File: src/rtl/parity4_rx_if.sv
// ---------------------------------------------------------------------------
// parity4_rx_if
// Bundles the serial line and the decoded-frame outputs of the 4-bit
// even-parity receiver.
//   rxd         serial line into the receiver (idles high)
//   data        last received nibble, bit0=a .. bit3=d
//   data_valid  one-cycle pulse per frame with a good stop bit
//   parity_err  one-cycle pulse, with data_valid, when parity fails
//   frame_err   one-cycle pulse when the stop bit samples low
//   err_cnt     saturating count of parity plus frame errors
//   led         high while the latest completed frame was in error
// Modports: master = line driver / result consumer, slave = receiver.
// ---------------------------------------------------------------------------
interface parity4_rx_if #(
  parameter int ERR_CNT_W = 8
);
  logic                 rxd;
  logic [3:0]           data;
  logic                 data_valid;
  logic                 parity_err;
  logic                 frame_err;
  logic [ERR_CNT_W-1:0] err_cnt;
  logic                 led;

  modport master (
    output rxd,
    input  data, data_valid, parity_err, frame_err, err_cnt, led
  );

  modport slave (
    input  rxd,
    output data, data_valid, parity_err, frame_err, err_cnt, led
  );
endinterface

File: src/rtl/parity4_rx.sv
// ---------------------------------------------------------------------------
// parity4_rx
// Receive end of the 4-bit even-parity serial link. Frame, LSB first:
// start(0), a, b, c, d, p, stop(1); a^b^c^d^p must be 0.
// Ports:
//   clk  system clock
//   rst  asynchronous reset, active-high
//   bus  parity4_rx_if.slave: rxd in; data, data_valid, parity_err,
//        frame_err, err_cnt, led out (all outputs registered)
// Parameters:
//   CLK_DIV    clock cycles per serial bit (>= 4)
//   ERR_CNT_W  width of the saturating error counter
// ---------------------------------------------------------------------------
module parity4_rx #(
  parameter int CLK_DIV   = 12,
  parameter int ERR_CNT_W = 8
) (
  input  logic         clk,
  input  logic         rst,
  parity4_rx_if.slave  bus
);

  localparam int DIV_W = (CLK_DIV > 1) ? $clog2(CLK_DIV) : 1;
  localparam logic [DIV_W-1:0] DIV_LAST = DIV_W'(CLK_DIV - 1);
  localparam logic [DIV_W-1:0] DIV_MID  = DIV_W'(CLK_DIV / 2 - 1);

  typedef enum logic [2:0] {
    S_IDLE,
    S_START,
    S_DATA,
    S_PARITY,
    S_STOP
  } state_t;

  state_t               r_state;
  logic [DIV_W-1:0]     r_div;
  logic [1:0]           r_idx;
  logic                 r_sync1;
  logic                 r_sync2;
  logic                 r_prev;
  logic [3:0]           r_shift;
  logic                 r_par;
  logic [3:0]           r_data;
  logic                 r_dv;
  logic                 r_pe;
  logic                 r_fe;
  logic [ERR_CNT_W-1:0] r_err_cnt;
  logic                 r_led;

  logic                 w_fall;
  logic                 w_bit_end;
  logic                 w_par_fail;

  function automatic logic [ERR_CNT_W-1:0] sat_inc(input logic [ERR_CNT_W-1:0] v);
    return (&v) ? v : v + 1'b1;
  endfunction

  // ---- line synchronizer and edge history ----
  // r_prev holds the previous rxd_s so a falling edge needs the line to have
  // been seen high first; this is what re-arms IDLE after a held-low line.
  always_ff @(posedge clk or posedge rst) begin
    if (rst) begin
      r_sync1 <= 1'b1;
      r_sync2 <= 1'b1;
      r_prev  <= 1'b1;
    end else begin
      r_sync1 <= bus.rxd;
      r_sync2 <= r_sync1;
      r_prev  <= r_sync2;
    end
  end

  assign w_fall     = ~r_sync2 & r_prev;
  assign w_bit_end  = (r_div == DIV_LAST);
  assign w_par_fail = ^{r_shift, r_par};

  // ---- bit capture (datapath, no reset needed) ----
  always_ff @(posedge clk) begin
    if (r_state == S_DATA && w_bit_end)
      r_shift[r_idx] <= r_sync2;
    if (r_state == S_PARITY && w_bit_end)
      r_par <= r_sync2;
  end

  // ---- frame FSM and registered outputs ----
  always_ff @(posedge clk or posedge rst) begin
    if (rst) begin
      r_state   <= S_IDLE;
      r_div     <= '0;
      r_idx     <= '0;
      r_data    <= '0;
      r_dv      <= 1'b0;
      r_pe      <= 1'b0;
      r_fe      <= 1'b0;
      r_err_cnt <= '0;
      r_led     <= 1'b0;
    end else begin
      r_dv <= 1'b0;
      r_pe <= 1'b0;
      r_fe <= 1'b0;
      case (r_state)
        S_IDLE: begin
          if (w_fall) begin
            r_div   <= '0;
            r_state <= S_START;
          end
        end
        S_START: begin
          // Mid-bit check of the start bit rejects short glitches.
          if (r_div == DIV_MID) begin
            if (r_sync2) begin
              r_state <= S_IDLE;
            end else begin
              r_div   <= '0;
              r_idx   <= '0;
              r_state <= S_DATA;
            end
          end else begin
            r_div <= r_div + 1'b1;
          end
        end
        S_DATA: begin
          if (w_bit_end) begin
            r_div <= '0;
            r_idx <= r_idx + 1'b1;
            if (r_idx == 2'd3)
              r_state <= S_PARITY;
          end else begin
            r_div <= r_div + 1'b1;
          end
        end
        S_PARITY: begin
          if (w_bit_end) begin
            r_div   <= '0;
            r_state <= S_STOP;
          end else begin
            r_div <= r_div + 1'b1;
          end
        end
        S_STOP: begin
          if (w_bit_end) begin
            r_div   <= '0;
            r_state <= S_IDLE;
            if (r_sync2) begin
              r_data <= r_shift;
              r_dv   <= 1'b1;
              r_pe   <= w_par_fail;
              r_led  <= w_par_fail;
              if (w_par_fail)
                r_err_cnt <= sat_inc(r_err_cnt);
            end else begin
              // Bad stop bit: data is untrusted, so keep the old nibble and
              // count only the framing error.
              r_fe      <= 1'b1;
              r_led     <= 1'b1;
              r_err_cnt <= sat_inc(r_err_cnt);
            end
          end else begin
            r_div <= r_div + 1'b1;
          end
        end
        default: r_state <= S_IDLE;
      endcase
    end
  end

  assign bus.data       = r_data;
  assign bus.data_valid = r_dv;
  assign bus.parity_err = r_pe;
  assign bus.frame_err  = r_fe;
  assign bus.err_cnt    = r_err_cnt;
  assign bus.led        = r_led;

endmodule
File: src/flat_wrapper.sv
// flat-port wrapper written by rule: the top's interface ports become plain ports
module parity4_rx_flat 
#(
  parameter int CLK_DIV   = 12,
  parameter int ERR_CNT_W = 8
)
  (clk, rst, bus_rxd, bus_data, bus_data_valid, bus_parity_err, bus_frame_err, bus_err_cnt, bus_led);
  parity4_rx_if #(.ERR_CNT_W(ERR_CNT_W)) bus_i ();
  input  logic clk;
  input  logic rst;
  input wire logic [$bits(bus_i.rxd)-1:0] bus_rxd;
  output wire logic [$bits(bus_i.data)-1:0] bus_data;
  output wire logic [$bits(bus_i.data_valid)-1:0] bus_data_valid;
  output wire logic [$bits(bus_i.parity_err)-1:0] bus_parity_err;
  output wire logic [$bits(bus_i.frame_err)-1:0] bus_frame_err;
  output wire logic [$bits(bus_i.err_cnt)-1:0] bus_err_cnt;
  output wire logic [$bits(bus_i.led)-1:0] bus_led;
  assign bus_i.rxd = bus_rxd;
  assign bus_data = bus_i.data;
  assign bus_data_valid = bus_i.data_valid;
  assign bus_parity_err = bus_i.parity_err;
  assign bus_frame_err = bus_i.frame_err;
  assign bus_err_cnt = bus_i.err_cnt;
  assign bus_led = bus_i.led;
  parity4_rx #(.CLK_DIV(CLK_DIV), .ERR_CNT_W(ERR_CNT_W)) u_core (.clk(clk), .rst(rst), .bus(bus_i));
endmodule
File: config.mk
export PLATFORM = sky130hd
export DESIGN_NAME = parity4_rx_flat
export DESIGN_NICKNAME = d
export VERILOG_FILES = /design/src/rtl/parity4_rx_if.sv /design/src/rtl/parity4_rx.sv /design/src/flat_wrapper.sv
export SDC_FILE = /design/constraint.sdc
export NUM_CORES = 1
export LEC_CHECK = 0
export ABC_AREA = 0
export CAP_MARGIN = 20
export CORE_MARGIN = 1
export CORE_UTILIZATION = 40
export CTS_CLUSTER_DIAMETER = 30
export CTS_CLUSTER_SIZE = 25
export DETAILED_ROUTE_END_ITERATION = 16
export DONT_BUFFER_PORTS = 1
export MAX_ROUTING_LAYER = met4
export SLEW_MARGIN = 0
export SYNTH_ARGS = -nofsm -noshare
export SYNTH_HDL_FRONTEND = slang
export SYNTH_SLANG_ARGS = --single-unit
export TNS_END_PERCENT = 5
File: constraint.sdc
create_clock -name clk -period 2.4 [get_ports clk]
set_input_delay 0.48 -clock clk [delete_from_list [all_inputs] [get_ports clk]]
set_output_delay 0.48 -clock clk [all_outputs]
set_load 0.02 [all_outputs]
# ---- After elaboration in Yosys (flattened, before gate mapping)
# Cells that the tools add are included.
dict set report classes {
  n_addsub 3
  multipliers 0
  n_div 0
  magnitude_cmp 2
  n_eq_ne 16
  shift 0
  muxes 33
  bitwise 2
  reduce_logical 15
}
# cell count
set ops {}
lappend ops {{$mux W8} 3}
lappend ops {{$mux W3} 6}
lappend ops {{$mux W4} 4}
lappend ops {{$pmux W3 S5} 1}
lappend ops {{$pmux W4 S3} 1}
lappend ops {{$mux W1} 11}
lappend ops {{$ne A2 B1 Y1 const B} 5}
lappend ops {{$reduce_and A3 Y1} 3}
lappend ops {{$add A8 B1 Y8 const B} 1}
lappend ops {{$mux W2} 4}
lappend ops {{$reduce_and A8 Y1} 1}
lappend ops {{$eq A3 B2 Y1 const B} 2}
lappend ops {{$ne A2 B2 Y1 const B} 3}
lappend ops {{$reduce_and A6 Y1} 1}
lappend ops {{$reduce_xor A5 Y1} 1}
lappend ops {{$add A4 B1 Y4 const B} 1}
lappend ops {{$bwmux W4} 1}
lappend ops {{$eq A4 B3 Y1 const B} 1}
lappend ops {{$eq A4 B4 Y1 const B} 1}
lappend ops {{$pmux W2 S2} 1}
lappend ops {{$reduce_and A4 Y1} 1}
lappend ops {{$eq A3 B1 Y1 const B} 1}
lappend ops {{$eq A3 B3 Y1 const B} 1}
lappend ops {{$logic_and A1 B1 Y1} 3}
lappend ops {{13 further kinds} 13}
dict set report totals {
  register_bits 33
  latchBits 0
  mem_bits_rw 0
  mem_bits_ro 0
  in_bits 3
  out_inout_bits 16
  wordCells 85
  n_memories 0
}

# ---- Depth between registers and ports, before layout
# Gate-level depths: netlist of run 1.
dict set report logic_depth {
  word_depth 5
  ltp_mapped 6
  mapped_depth_nobuf 6
}

# ---- Worst setup path before layout of run 1
# Ideal clock, no wire load.
dict set report synth_timing {
  path_kind {register -> register}
  start {register u_core.r_shift[0]}
  end {register u_core.r_err_cnt[6] (netlist: u_core.bus.err_cnt[6])}
  setup_ns 0.128
  t_arrival_ns 1.679
  required_ns 2.272
  setup_slack_ns 0.593
  path_stages_with_launch 5
  n_path_buf 0
  period_less_slack_ns 1.807
  cell_sequence {edfxtp_1 -> xnor3_2 -> xnor2_4 -> a2111oi_4 -> mux2_1}
}
dict set report synth_between {
  elab_chain_cells 3
}
# element line
set synth_rtl {}
lappend synth_rtl {{start, declared} parity4_rx.sv:41} ;# logic [3:0] r_shift;
lappend synth_rtl {{start signal, assigned by index} parity4_rx.sv:80} ;# r_shift[r_idx] <= r_sync2;
lappend synth_rtl {{$reduce_xor A5 Y1} parity4_rx.sv:75} ;# assign w_par_fail = ^{r_shift, r_par};
lappend synth_rtl {{$ne A2 B2 Y1 (no source line)} n/a}
lappend synth_rtl {{$reduce_and A3 Y1 (no source line)} n/a}
lappend synth_rtl {{end signal, assigned} parity4_rx.sv:150} ;# r_err_cnt <= sat_inc(r_err_cnt);
lappend synth_rtl {{end signal, assigned} parity4_rx.sv:156} ;# r_err_cnt <= sat_inc(r_err_cnt);
lappend synth_rtl {{end, declared} parity4_rx.sv:47} ;# logic [ERR_CNT_W-1:0] r_err_cnt;
# No other way between the ends.
# A chain may end at the register's enable or synchronous reset.

# ---- Final worst setup path of run 1
# Same ends and word-level chain as after synthesis.

==> results of run 1 <==
-- critical path, delay by kind of cell, from the launching register on --
family,cells,cell delay (ps)
multiplexers,1,350
flip-flops,1,410
AO/OA/AOI/OAI,1,380
XOR/XNOR,2,640
-- final cells by class --
class	count	area, um2	area share (%)
multi-input cells	91	759	42.0
well taps	50	62.6	3.46
inverters	9	33.8	1.87
clock buffers	8	90.1	4.98
flip-flops and latches	33	855	47.3
repair buffers	1	7.51	0.415
-- sequential cells by signal, summed over array words and instances, names as in the netlist --
signal,count
u_core.bus.data_valid,1
u_core.r_sync2,1
u_core.r_prev,1
u_core.r_sync1,1
u_core.r_div,4
u_core.bus.err_cnt,8
u_core.r_shift,4
u_core.r_par,1
u_core.bus.frame_err,1
u_core.bus.data,4
u_core.r_idx,2
u_core.bus.parity_err,1
u_core.r_state,3
u_core.bus.led,1
-- logic make-up (layout without fill, tap and decap cells) --
logic type | count (synthesis) | after routing | share of synthesized area, %
buffers and inverters | 13 | 18 | 3.08
muxes | 7 | 7 | 4.73
xor gates and xnor gates | 9 | 9 | 7.89
adders and majority gates | 7 | 7 | 5.26
and+or+nand+nor | 43 | 43 | 16.0
AOI/OAI and AO/OA | 25 | 25 | 11.7
DFF | 33 | 33 | 51.3
-- power by group through the flow --
stage / registers (mW) / logic [mW] / clock network (mW)
floorplan: 0.652 / 0.190 / 0
global placement: 0.697 / 0.178 / 0
detailed placement: 0.700 / 0.189 / 0
CTS: 0.690 / 0.191 / 0.438
global route: 0.702 / 0.212 / 0.461
finish: 0.690 / 0.186 / 0.424
-- cells in the final DEF, fill, tap and decap left out, types with 2 or more instances in the layout --
cell type  count
a211oi_1       4
a21oi_1        5
and2_1         5
clkbuf_1       2
clkbuf_8       6
dfrtp_1       25
dfstp_2        3
edfxtp_1       5
ha_1           7
inv_1          9
mux2_1         2
mux2_2         5
nand2_1        4
nand2b_1       4
nand3_1        5
nor2_1        10
nor3_1         2
o21ai_0        3
o22ai_1        4
xnor2_4        2
xor2_1         6
-- worst max-delay path by stage --
| stage | startpoint | to | slack [ps] |
|---|---|---|---|
| finish | u_core.r_shift[0]$_DFFE_PP_ | u_core.bus.err_cnt[6]$_DFFE_PP0P_ | 500 |
| global route | u_core.r_div[0]$_DFFE_PP0P_ | u_core.r_state[0]$_DFFE_PP0P_ | 330 |
| detailed placement | u_core.r_shift[0]$_DFFE_PP_ | u_core.bus.err_cnt[6]$_DFFE_PP0P_ | 490 |
| floorplan | u_core.r_shift[0]$_DFFE_PP_ | u_core.bus.err_cnt[6]$_DFFE_PP0P_ | 590 |
| global placement | u_core.r_shift[0]$_DFFE_PP_ | u_core.bus.err_cnt[6]$_DFFE_PP0P_ | 560 |
| CTS | u_core.r_shift[0]$_DFFE_PP_ | u_core.bus.err_cnt[6]$_DFFE_PP0P_ | 480 |
-- routing by layer --
metal  share of wire [%]  vias up
met5                   0        -
met4                 2.3        0
met3                 3.4        7
met2                  51       19
met1                  43      516
li1                    -      494
-- metrics by stage --
step	hold WS, ps	setup slack [ps]	power [mW]	util (%)	instance area [um2]
finish	151	495	1.30	45.2	1810
CTS	173	479	1.32	45.2	1810
floorplan	345	593	0.842	-	1670
global placement	346	557	0.875	42.9	1720
global route	182	332	1.37	45.2	1810
detailed placement	347	492	0.889	42.9	1720
-- synthesized netlist by cell type (2+ instances only) --
cell / n / area [um2]
a211oi_1: 4 / 30.0
a21oi_1: 5 / 25.0
and2_1: 5 / 31.3
buf_2: 2 / 10.0
clkbuf_1: 2 / 7.51
dfrtp_1: 25 / 626
dfstp_2: 3 / 78.8
edfxtp_1: 5 / 150
ha_1: 7 / 87.6
inv_1: 9 / 33.8
mux2_1: 2 / 22.5
mux2_2: 5 / 56.3
nand2_1: 4 / 15.0
nand2b_1: 4 / 25.0
nand3_1: 5 / 25.0
nor2_1: 10 / 37.5
nor3_1: 2 / 10.0
o21ai_0: 3 / 15.0
o22ai_1: 4 / 25.0
xnor2_4: 2 / 55.1
xor2_1: 6 / 52.6
==> impl_metrics.py, run 1 <==
metrics = {
    "sta": {
        "fmax_mhz": 525,
        "tightest_slew_ps": 790,
        "fin_tns_setup_ps": 0,
        "relSlewSlack_pct": 46.6,
        "min_period_over_period_pct": 79.4,
        "finalHoldViolations": 0,
        "fin_skew_ps": 8.34,
        "rsz0062_at_grt": "false",
        "final_max_slew_viol_count": 0,
        "setup_viol": 0,
        "min_period_ps": 1900,
    },
    "floorplanning": {
        "io_pins": 19,
        "start_util_pct": 41.6,
        "die_h_um": 66.5,
        "die_area_mm2": 0.00443,
        "rows": 23,
        "die_x_um": 66.5,
        "core_area_mm2": 0.00400,
    },
    "cts": {
        "htreeDepth": 2,
        "ctsRootBufferMaster": "clkbuf_8",
        "clk-insertion-delay-late_ps": 280,
        "ctsHoldBuffers": 0,
        "clk_path_buf_depth": 2,
        "postCtsSetupRepairBufs": 0,
        "cts_buffers": 5,
        "cts_resized": 0,
        "path_clk_slew_ps": 70,
        "cts_sinks": 33,
        "cts_tree": "yes",
    },
    "layout": {
        "diodes": 0,
        "fin_nets": 151,
        "drive_above_1_share_pct": 16.9,
        "n_fill_cell": 376,
        "areaGrowthSynthToFinish_pct": 8.56,
        "instances_no_fill": 192,
    },
    "logic_synthesis": {
        "synth_area_per_cell_um2": 12.2,
        "synth_edf_count": 5,
        "ys_types": 44,
        "ys_async_sr_fraction_pct": 84.8,
        "yosys_register_bits": 33,
        "synth_ff_type": "dfrtp_1",
        "syn-num-nets": 147,
        "ys_seq_area_share_pct": 51.3,
        "synthesis.area_mm2": 0.00167,
        "ys_warn_count": 0,
        "syn_inst": 137,
    },
    "grt": {
        "overflow": 0,
        "use_met2_pct": 24.7,
        "grt_pass1_vias": 1067,
        "grt_max_degree": 21,
        "top_usage_layer": "met2",
        "antenna_found_initial": 0,
        "met3_usage_pct": 4.11,
        "grt_first_pass_wirelength_um": 4800,
        "grtUsageMet1_pct": 17.5,
        "grt_usage_pct": 15.5,
    },
    "job": {
        "cap_violations": 0,
    },
    "setup_path": {
        "path_class": "flip-flop to flip-flop",
        "path_max_fanout": 9,
        "worstPathArrival_ps": 2070,
        "worstPathRequired_ps": 2560,
        "reg2reg_from": "u_core.r_shift[0]$_DFFE_PP_",
        "timing.rr.end": "u_core.bus.err_cnt[6]$_DFFE_PP0P_",
        "critPathLaunchType": "flip-flop",
        "crit_path_cell_trace": "xnor3_2 > xnor2_4 > a2111oi_4 > mux2_1",
        "slowest_stage": "xnor3_2",
        "r2r_cells": 4,
        "timing.critical_path.slowest_cell_delay_ps": 430,
        "rrSetupSlack_ps": 500,
        "endpoint_kind": "flip-flop",
    },
    "power_and_ir_drop": {
        "p_seq_share_pct": 53.1,
        "combPwrFrac_pct": 14.3,
        "intPower_mw": 0.922,
        "clockPowerShare_pct": 32.6,
        "switchingPower_mw": 0.379,
        "p_sw_share_pct": 29.1,
        "power_density_mw_per_mm2": 719,
        "ir_drop_uv": 415,
        "p_leak_nw": 0.807,
    },
    "min_path": {
        "hold_class": "input port to asynchronous set/reset pin",
    },
    "drt": {
        "avgRoutedWirePerCell_um": 14.7,
        "drc": 0,
        "wl_um": 2830,
        "viasPerCell": 5.40,
        "drt.antenna.violating_nets": 0,
        "firstDrtPassIters": 4,
        "drt_iter0_drc": 42,
        "vias": 1036,
    },
    "placed_design": {
        "portBuffers": 0,
        "gp_congestion": 0.837,
        "place_hpwl_um": 2040,
        "dp_cells": 184,
    },
    "status": {
        "status": "completed",
    },
}
(Power assumes the default switching activity.)
==> inputs of run 2 (changes only) <==
==> constraint.sdc (replaced) <==
create_clock -name clk -period 1.8 [get_ports clk]
set_input_delay 0.36 -clock clk [delete_from_list [all_inputs] [get_ports clk]]
set_output_delay 0.36 -clock clk [all_outputs]
set_load 0.02 [all_outputs]
==> run 2 against run 1 <==
Global-route usage increased by 1.1 points; power increased by 38%; largest power group unchanged; design area increased by 10%.
==> impl_metrics.py, run 2 (synthesis results as in run 1) <==
metrics = {
    "drt": {
        "wl_um": 3060,
        "viasPerCell": 5.29,
        "firstDrtPassIters": 4,
        "drt.antenna.violating_nets": 0,
        "drt_iter0_drc": 80,
        "drc": 0,
        "vias": 1126,
        "avgRoutedWirePerCell_um": 14.4,
    },
    "layout": {
        "areaGrowthSynthToFinish_pct": 19.8,
        "largest_register_ffs": 8,
        "final_util_pct": 49.9,
        "diodes": 0,
        "fin_nets": 172,
        "drive_above_1_share_pct": 30.7,
        "n_fill_cell": 347,
        "final_cell_mix": "dfrtp_1 (24), buf_4 (21), nor2_1 (10)",
        "finalInstanceArea_mm2": 0.00199,
        "final_common_cell": "dfrtp_1",
    },
    "placed_design": {
        "gp_congestion": 0.868,
        "place_hpwl_um": 2250,
        "placed_cell_area_mm2": 0.00187,
        "preCtsSetupSlack_ps": -24.4,
        "portBuffers": 0,
    },
    "cts": {
        "path_clk_slew_ps": 70,
        "clk-insertion-delay-late_ps": 280,
        "ctsHoldBuffers": 0,
        "cts_sinks": 33,
        "ctsRootBufferMaster": "clkbuf_8",
        "htreeDepth": 2,
        "clk_path_buf_depth": 2,
        "cts_buffers": 5,
        "cts_tree": "yes",
    },
    "floorplanning": {
        "die_x_um": 66.5,
        "rows": 23,
        "core_area_mm2": 0.00400,
        "die_h_um": 66.5,
        "io_pins": 19,
        "start_util_pct": 41.6,
        "die_area_mm2": 0.00443,
    },
    "grt": {
        "antenna_found_initial": 0,
        "grt_max_degree": 16,
        "overflow": 0,
        "grt_pass1_vias": 1164,
        "grt_usage_pct": 16.5,
        "grt_first_pass_wirelength_um": 5240,
    },
    "sta": {
        "min_period_over_period_pct": 97.4,
        "fin_ws_ps": 47.0,
        "relSlewSlack_pct": 60.3,
        "fin_tns_setup_ps": 0,
        "tightest_slew_ps": 595,
        "finalHoldViolations": 0,
        "fmax_mhz": 570,
        "setup_viol": 0,
        "fin_skew_ps": 5.85,
        "min_period_ps": 1750,
        "rsz0062_at_grt": "true",
        "final_max_slew_viol_count": 0,
    },
    "setup_path": {
        "timing.critical_path.slowest_cell_delay_ps": 430,
        "worstPathRequired_ps": 1970,
        "endpoint_kind": "flip-flop",
        "critPathLaunchType": "flip-flop",
        "reg2reg_from": "u_core.r_par$_DFFE_PP_",
        "rrSetupSlack_ps": 50,
        "r2r_cells": 4,
        "worstPathArrival_ps": 1920,
        "timing.rr.end": "u_core.bus.err_cnt[6]$_DFFE_PP0P_",
        "path_class": "flip-flop to flip-flop",
        "crit_path_cell_trace": "xnor3_2 > xnor2_4 > a2111oi_4 > mux2_1",
        "slowest_stage": "xnor3_2",
        "path_max_fanout": 2,
    },
    "job": {
        "cap_violations": 0,
    },
    "power_and_ir_drop": {
        "ir_drop_uv": 558,
        "p_total_mw": 1.80,
        "p_leak_nw": 0.916,
        "power_density_mw_per_mm2": 900,
    },
    "min_path": {
        "hold_class": "input port to asynchronous set/reset pin",
    },
    "status": {
        "status": "completed",
    },
}
run 2: changes by cell type in the layout (fill, tap and decap cells not counted), sizes merged:
cell    before  now
clkbuf       8    6
clkinv       0    2
buf          1   22
run 2: timing repair:
item	CTS	global route
setup endpoints to repair	3	7
gates resized for setup	2	5
pin swaps	2	5
setup buffers	0	1
run 2: per-stage QoR:
stage / instances / hold slack (ps)
after floorplan: 137 / 345
after global placement: 204 / 347
after detailed placement: 204 / 347
after CTS: 212 / 44.4
after global routing: 213 / 52.1
final: 213 / 21.9
run 2: layout make-up:
class / count / area (um2) / area share [%]
sequential: 33 / 856 / 42.9
clock inverter: 2 / 10.0 / 0.502
inverter: 9 / 33.8 / 1.69
multi-input combinational: 91 / 791 / 39.6
clock buffer: 6 / 72.6 / 3.64
timing repair buffer: 22 / 169 / 8.47
tap: 50 / 62.6 / 3.14
run 2: power by group:
part | internal, mW | total, mW | leakage (nW) | switching [mW]
clock | 0.268 | 0.532 | 0.0450 | 0.264
sequential | 0.816 | 0.886 | 0.419 | 0.0700
combinational | 0.178 | 0.378 | 0.452 | 0.200
run 2: worst max-delay path by stage:
stage                                            from  slack (ps)                                end
final                          u_core.r_par$_DFFE_PP_          50  u_core.bus.err_cnt[6]$_DFFE_PP0P_
after global routing      u_core.r_div[1]$_DFFE_PP0P_         -20  u_core.bus.err_cnt[1]$_DFFE_PP0P_
after CTS                 u_core.r_shift[0]$_DFFE_PP_         -10  u_core.bus.err_cnt[1]$_DFFE_PP0P_
after detailed placement  u_core.r_shift[2]$_DFFE_PP_         -20  u_core.bus.err_cnt[5]$_DFFE_PP0P_
after global placement    u_core.r_shift[2]$_DFFE_PP_          40  u_core.bus.err_cnt[1]$_DFFE_PP0P_
after floorplan           u_core.r_shift[2]$_DFFE_PP_           2  u_core.bus.err_cnt[6]$_DFFE_PP0P_
run 2: per-layer routing:
metal  vias up  part of all wire, %  global-route usage (%)
met4         0                 0.65                    6.91
met2        26                   53                    26.7
met3         4                  4.4                    6.34
li1        536                    -                       -
met5         -                    0                       -
met1       560                   42                    18.2
run 2: critical path, delay by kind of cell, from the launching register on:
kind | cells | cell delay [ps]
xor gates and xnor gates | 2 | 590
AOI/OAI and AO/OA | 1 | 290
DFF | 1 | 410
muxes | 1 | 350
==> inputs of run 3 (changes only) <==
--- a/config.mk
+++ b/config.mk
@@ -6,7 +6,6 @@
 export NUM_CORES = 1
 export LEC_CHECK = 0
 export ABC_AREA = 0
-export CAP_MARGIN = 20
 export CORE_MARGIN = 1
 export CORE_UTILIZATION = 40
 export CTS_CLUSTER_DIAMETER = 30
==> results of run 3 <==
Final layout, timing and power as in run 2 (identical DEF).
